--- src/rtl/alu_op_sequencer_if.sv ---
// rtl/alu_op_sequencer_if.sv - instruction channel between the instruction source and the sequencer
interface alu_op_sequencer_if;
    logic       instr_valid;
    logic       instr_ready;
    logic [7:0] instr;

    modport master (
        output instr_valid,
        output instr,
        input  instr_ready
    );

    modport slave (
        input  instr_valid,
        input  instr,
        output instr_ready
    );
endinterface

--- src/rtl/alu_op_sequencer.sv ---
// rtl/alu_op_sequencer.sv - multi-cycle controller driving a combinational ALU from a 4-entry register file
// Each accepted instruction runs rep+1 ALU iterations, writing the result back into rd every cycle.
module alu_op_sequencer #(
    parameter int DATA_W = 2
) (
    input  logic              clk,
    input  logic              rst_n,
    alu_op_sequencer_if.slave instr_if,
    input  logic              ld_en_i,
    input  logic [1:0]        ld_addr_i,
    input  logic [DATA_W-1:0] ld_data_i,
    output logic [DATA_W-1:0] alu_a_o,
    output logic [DATA_W-1:0] alu_b_o,
    output logic [1:0]        alu_ctrl_o,
    input  logic [DATA_W:0]   alu_result_i,
    output logic              busy_o,
    output logic              done_o,
    output logic              flag_c_o,
    input  logic [1:0]        dbg_addr_i,
    output logic [DATA_W-1:0] dbg_data_o
);

    typedef enum logic [1:0] {
        S_IDLE = 2'd0,
        S_OPER = 2'd1,
        S_DONE = 2'd2
    } state_e;

    state_e            state_q, state_d;
    logic [DATA_W-1:0] regs_q [4];
    logic [DATA_W-1:0] regs_d [4];
    logic [1:0]        rd_q, rd_d;
    logic [1:0]        rs_q, rs_d;
    logic [1:0]        ctrl_q, ctrl_d;
    logic [1:0]        count_q, count_d;
    logic              flag_c_q, flag_c_d;
    logic              instr_ready;

    always_comb begin
        state_d     = state_q;
        regs_d      = regs_q;
        rd_d        = rd_q;
        rs_d        = rs_q;
        ctrl_d      = ctrl_q;
        count_d     = count_q;
        flag_c_d    = flag_c_q;
        instr_ready = 1'b0;

        case (state_q)
            S_IDLE: begin
                // A register load takes priority; the instruction waits a cycle.
                instr_ready = ~ld_en_i;
                if (ld_en_i) begin
                    regs_d[ld_addr_i] = ld_data_i;
                end else if (instr_if.instr_valid) begin
                    ctrl_d  = instr_if.instr[7:6];
                    rd_d    = instr_if.instr[5:4];
                    rs_d    = instr_if.instr[3:2];
                    count_d = instr_if.instr[1:0];
                    state_d = S_OPER;
                end
            end
            S_OPER: begin
                regs_d[rd_q] = alu_result_i[DATA_W-1:0];
                flag_c_d     = alu_result_i[DATA_W];
                if (count_q == 2'd0) begin
                    state_d = S_DONE;
                end else begin
                    count_d = count_q - 2'd1;
                end
            end
            S_DONE: begin
                state_d = S_IDLE;
            end
            default: begin
                state_d = S_IDLE;
            end
        endcase
    end

    always_ff @(posedge clk or negedge rst_n) begin
        if (!rst_n) begin
            state_q  <= S_IDLE;
            for (int i = 0; i < 4; i++) begin
                regs_q[i] <= '0;
            end
            rd_q     <= 2'd0;
            rs_q     <= 2'd0;
            ctrl_q   <= 2'd0;
            count_q  <= 2'd0;
            flag_c_q <= 1'b0;
        end else begin
            state_q  <= state_d;
            regs_q   <= regs_d;
            rd_q     <= rd_d;
            rs_q     <= rs_d;
            ctrl_q   <= ctrl_d;
            count_q  <= count_d;
            flag_c_q <= flag_c_d;
        end
    end

    // Operands read the live register file so each iteration sees the previous write-back.
    assign alu_a_o              = regs_q[rd_q];
    assign alu_b_o              = regs_q[rs_q];
    assign alu_ctrl_o           = ctrl_q;
    assign instr_if.instr_ready = instr_ready;
    assign busy_o               = (state_q != S_IDLE);
    assign done_o               = (state_q == S_DONE);
    assign flag_c_o             = flag_c_q;
    assign dbg_data_o           = regs_q[dbg_addr_i];

endmodule
--- src/flat_wrapper.sv ---
// flat-port wrapper written by rule: the top's interface ports become plain ports
module alu_op_sequencer_flat 
#(
    parameter int DATA_W = 2
)
  (clk, rst_n, ld_en_i, ld_addr_i, ld_data_i, alu_a_o, alu_b_o, alu_ctrl_o, alu_result_i, busy_o, done_o, flag_c_o, dbg_addr_i, dbg_data_o, instr_if_instr_valid, instr_if_instr, instr_if_instr_ready);
  alu_op_sequencer_if instr_if_i ();
  input  logic clk;
  input  logic rst_n;
  input  logic ld_en_i;
  input  logic [1:0] ld_addr_i;
  input  logic [DATA_W-1:0] ld_data_i;
  output logic [DATA_W-1:0] alu_a_o;
  output logic [DATA_W-1:0] alu_b_o;
  output logic [1:0] alu_ctrl_o;
  input  logic [DATA_W:0] alu_result_i;
  output logic busy_o;
  output logic done_o;
  output logic flag_c_o;
  input  logic [1:0] dbg_addr_i;
  output logic [DATA_W-1:0] dbg_data_o;
  input wire logic [$bits(instr_if_i.instr_valid)-1:0] instr_if_instr_valid;
  input wire logic [$bits(instr_if_i.instr)-1:0] instr_if_instr;
  output wire logic [$bits(instr_if_i.instr_ready)-1:0] instr_if_instr_ready;
  assign instr_if_i.instr_valid = instr_if_instr_valid;
  assign instr_if_i.instr = instr_if_instr;
  assign instr_if_instr_ready = instr_if_i.instr_ready;
  alu_op_sequencer #(.DATA_W(DATA_W)) u_core (.clk(clk), .rst_n(rst_n), .instr_if(instr_if_i), .ld_en_i(ld_en_i), .ld_addr_i(ld_addr_i), .ld_data_i(ld_data_i), .alu_a_o(alu_a_o), .alu_b_o(alu_b_o), .alu_ctrl_o(alu_ctrl_o), .alu_result_i(alu_result_i), .busy_o(busy_o), .done_o(done_o), .flag_c_o(flag_c_o), .dbg_addr_i(dbg_addr_i), .dbg_data_o(dbg_data_o));
endmodule
--- config.mk ---
export PLATFORM = sky130hd
export DESIGN_NAME = alu_op_sequencer_flat
export DESIGN_NICKNAME = d
export VERILOG_FILES = /design/src/rtl/alu_op_sequencer_if.sv /design/src/rtl/alu_op_sequencer.sv /design/src/flat_wrapper.sv
export SDC_FILE = /design/constraint.sdc
export NUM_CORES = 1
export LEC_CHECK = 0
export CAP_MARGIN = 0
export CORE_MARGIN = 5
export CORE_UTILIZATION = 40
export DETAILED_ROUTE_END_ITERATION = 16
export HOLD_SLACK_MARGIN = 0.08
export PLACE_DENSITY = 0.69
export SKIP_CTS_REPAIR_TIMING = 1
export SLEW_MARGIN = 20
export SYNTH_ARGS = -nofsm -noshare
export SYNTH_HDL_FRONTEND = slang
export SYNTH_SLANG_ARGS = --single-unit
--- constraint.sdc ---
create_clock -name clk -period 1.5 [get_ports clk]
set_input_delay 0.15 -clock clk [delete_from_list [all_inputs] [get_ports clk]]
set_output_delay 0.15 -clock clk [all_outputs]
set_load 0.05 [all_outputs]
==> results.json <==
{
  "clkSinkCount": 19,
  "worstPathCellList": "mux4_2, buf_6",
  "ys_top_cells_by_area": "dfrtp_1 42%, mux4_2 12%, mux2_2 6.0%",
  "crit_required_ns": 1.35,
  "vias_per_cell": 5.687,
  "clock.fmax_mhz": 628.7,
  "htree_num_levels": 1,
  "cp.arrival_ns": 1.44,
  "synth_fp_nets": 110,
  "insertion_delay_ns": 0.31,
  "drv_slew": 0,
  "end_kind": "primary output",
  "clock_skew_ns": 0.006676,
  "seq_area_frac_synth_pct": 42.08,
  "powerDensity_mw_per_mm2": 2366,
  "multi_input_area_um2": 644.4,
  "syn_area_per_cell_um2": 12.84,
  "synth_area_leader_cell": "dfrtp_1",
  "cp-start-kind": "register",
  "yosys_warnings": 0,
  "seq_area_um2": 478.0,
  "syn_to_final_growth_pct": 43.63,
  "synth.distinct_cells": 28,
  "numPortBuffers": 32,
  "path_class": "reg -> out",
  "grt_pass1_wl_um": 4457,
  "grt_pass1_vias": 875,
  "violations": "negative setup slack",
  "gp_congestion": 0.8191,
  "cts_buffer_depth": 2,
  "drc_errors": 0,
  "ir_drop_mv": 2.452,
  "grt_start_max_net_pins": 20,
  "vias": 927,
  "fp.dieW_um": 63.15,
  "antenna_found_initial": 0,
  "wl_per_cell_um": 17.01,
  "crit_path_top_delay_cell": "mux4_2",
  "num_rows": 19,
  "worstHoldPathType": "in -> async",
  "nFillCells": 222,
  "drtIter0Drc": 49,
  "totalWireLength_um": 2773,
  "dr.pass1.iters": 4,
  "netlist_area_mm2": 0.001130,
  "setup_viol_count_final": 6,
  "hpwl_um": 2039,
  "start_util_pct": 41.33,
  "clk_pin_slew_worst_paths_ns": 0.12,
  "fp.dieH_um": 63.15,
  "fin_crit_sh_pct": 106.0,
  "r2r_slack_ns": 0.06,
  "fin_ws_ns": -0.09059,
  "cts_buffers": 3,
  "worst_pin_slew_ns": 0.3020,
  "synthArstFlopShare_pct": 100.0,
  "final_antenna_net_count": 0,
  "holdWs_ns": 0.1627,
  "yosys_register_bits": 19,
  "cpPeakStageDelay_ns": 0.53,
  "hold_violations": 0,
  "grt_overflow_total": 0,
  "syn_inst": 88,
  "synth_edf_count": 0,
  "worst-path-max-fanout": 3,
  "die_area_mm2": 0.003987,
  "drive_gt1_share_pct": 47.73,
  "p_leak_uw": 0.0006658,
  "rsz0062_at_grt": "yes",
  "status": "finished with violations",
  "ios": 33,
  "grt_usage_pct": 14.23,
  "coreArea_mm2": 0.002734,
  "final_nets": 155,
  "finalCriticalPeriod_ns": 1.591,
  "relSlewSlack_pct": 79.79,
  "cts_root_buf": "clkbuf_4",
  "tns_ns": -0.4677,
  "cts_tree": "built",
  "ys.flop_type": "dfrtp_1",
  "antenna_cells": 0,
  "cap_viol_max_count": 0,
  "synth_top_area_share_pct": 42.08
}
-- per-stage QoR --
| step | power [uW] | cells | util, % | cell area [um2] | worst slack (ns) |
|---|---|---|---|---|---|
| CTS | 3642 | 157 | 56.11 | 1534 | -0.1381 |
| detailed placement | 3363 | 153 | 55.01 | 1504 | -0.03742 |
| global route | 4070 | 163 | 59.36 | 1623 | -0.1971 |
| global placement | 3316 | 153 | 55.01 | 1504 | -0.02448 |
| floorplan | 2696 | 88 | - | 1132 | 0.03499 |
| finish | 3840 | 163 | 59.36 | 1623 | -0.09059 |
-- cell type report --
type | count | area share, %
Clock buffer | 3 | 1.388
Timing Repair Buffer | 43 | 25.91
Sequential cell | 19 | 29.45
Multi-Input combinational cell | 63 | 39.71
Inverter | 3 | 0.6939
Clock inverter | 1 | 0.4626
Tap cell | 31 | 2.390
-- critical path, delay by kind of cell (launching register included) --
kind	cells	cell delay [ns]
multiplexers	1	0.53
buffers and inverters	1	0.17
flip-flops	1	0.43
-- registers in the layout, summed over array words and instances, names as in the netlist --
signal / flops
u_core.regs_q: 8
u_core.alu_ctrl_o: 2
u_core.count_q: 2
u_core.rd_q: 2
u_core.rs_q: 2
u_core.state_q: 2
u_core.flag_c_o: 1
-- cell usage after synthesis, types with 3 or more instances --
library cell,instances
a22oi_1,8
o2bb2ai_1,7
o21ai_1,3
nand2_1,3
nor2_1,6
mux4_2,6
nor3b_2,4
mux2_2,6
inv_1,3
dfrtp_1,19
-- path summary, 6_finish.rpt --
| path | start | endpoint | cells past startpoint |
|---|---|---|---|
| worst max register to register | u_core.state_q[1] | u_core.rd_q[0] | 3 |
| worst min register to register | u_core.count_q[0] | u_core.count_q[0] | 1 |
| worst max-delay path | u_core.rd_q[0] | alu_a_o[0] | 2 |
| min in group clk | alu_result_i[2] | u_core.flag_c_o | 3 |
| max in group asynchronous | rst_n | u_core.state_q[0] | 2 |
| worst min-delay path | rst_n | u_core.state_q[1] | 2 |
-- layer usage --
metal / part of all wire [%] / track usage [%] / vias to the layer above / routed length, um
met5: 0 / 0 / - / 0
met4: 1.7 / 6.631 / 0 / 48
met3: 7.6 / 5.506 / 6 / 211
met2: 48 / 19.62 / 38 / 1326
met1: 43 / 19.39 / 454 / 1186
li1: - / - / 429 / -
-- placed cells by master, fill, tap and decap left out, types with 2 or more instances in the layout --
master and instances:
mux4_2 6, nor3b_2 4, buf_6 6, and3_4 2, nor2_1 5, a22oi_1 8, clkbuf_4 3, dfrtp_2 2
buf_4 15, o2bb2ai_1 7, inv_1 3, clkdlybuf4s50_1 20, buf_12 2, dfrtp_1 17, mux2_2 6, nor3_2 2
o21ai_1 3, nand2_1 3
-- power breakdown --
group / internal [uW] / switching (uW) / total (uW)
Sequential: 765 / 290 / 1050
Combinational: 1150 / 1360 / 2510
Clock: 102 / 171 / 273
Total: 2010 / 1830 / 3840
-- cells by family after synthesis --
family          after synthesis  synth area share (%)
fa+ha+maj                     1                 1.107
buf+inv                       6                 2.768
compound gates               25                 19.16
simple gates                 25                 16.94
mux                          12                 17.94
flops                        19                 42.08
Note: power is estimated with default switching activity, not from simulation.
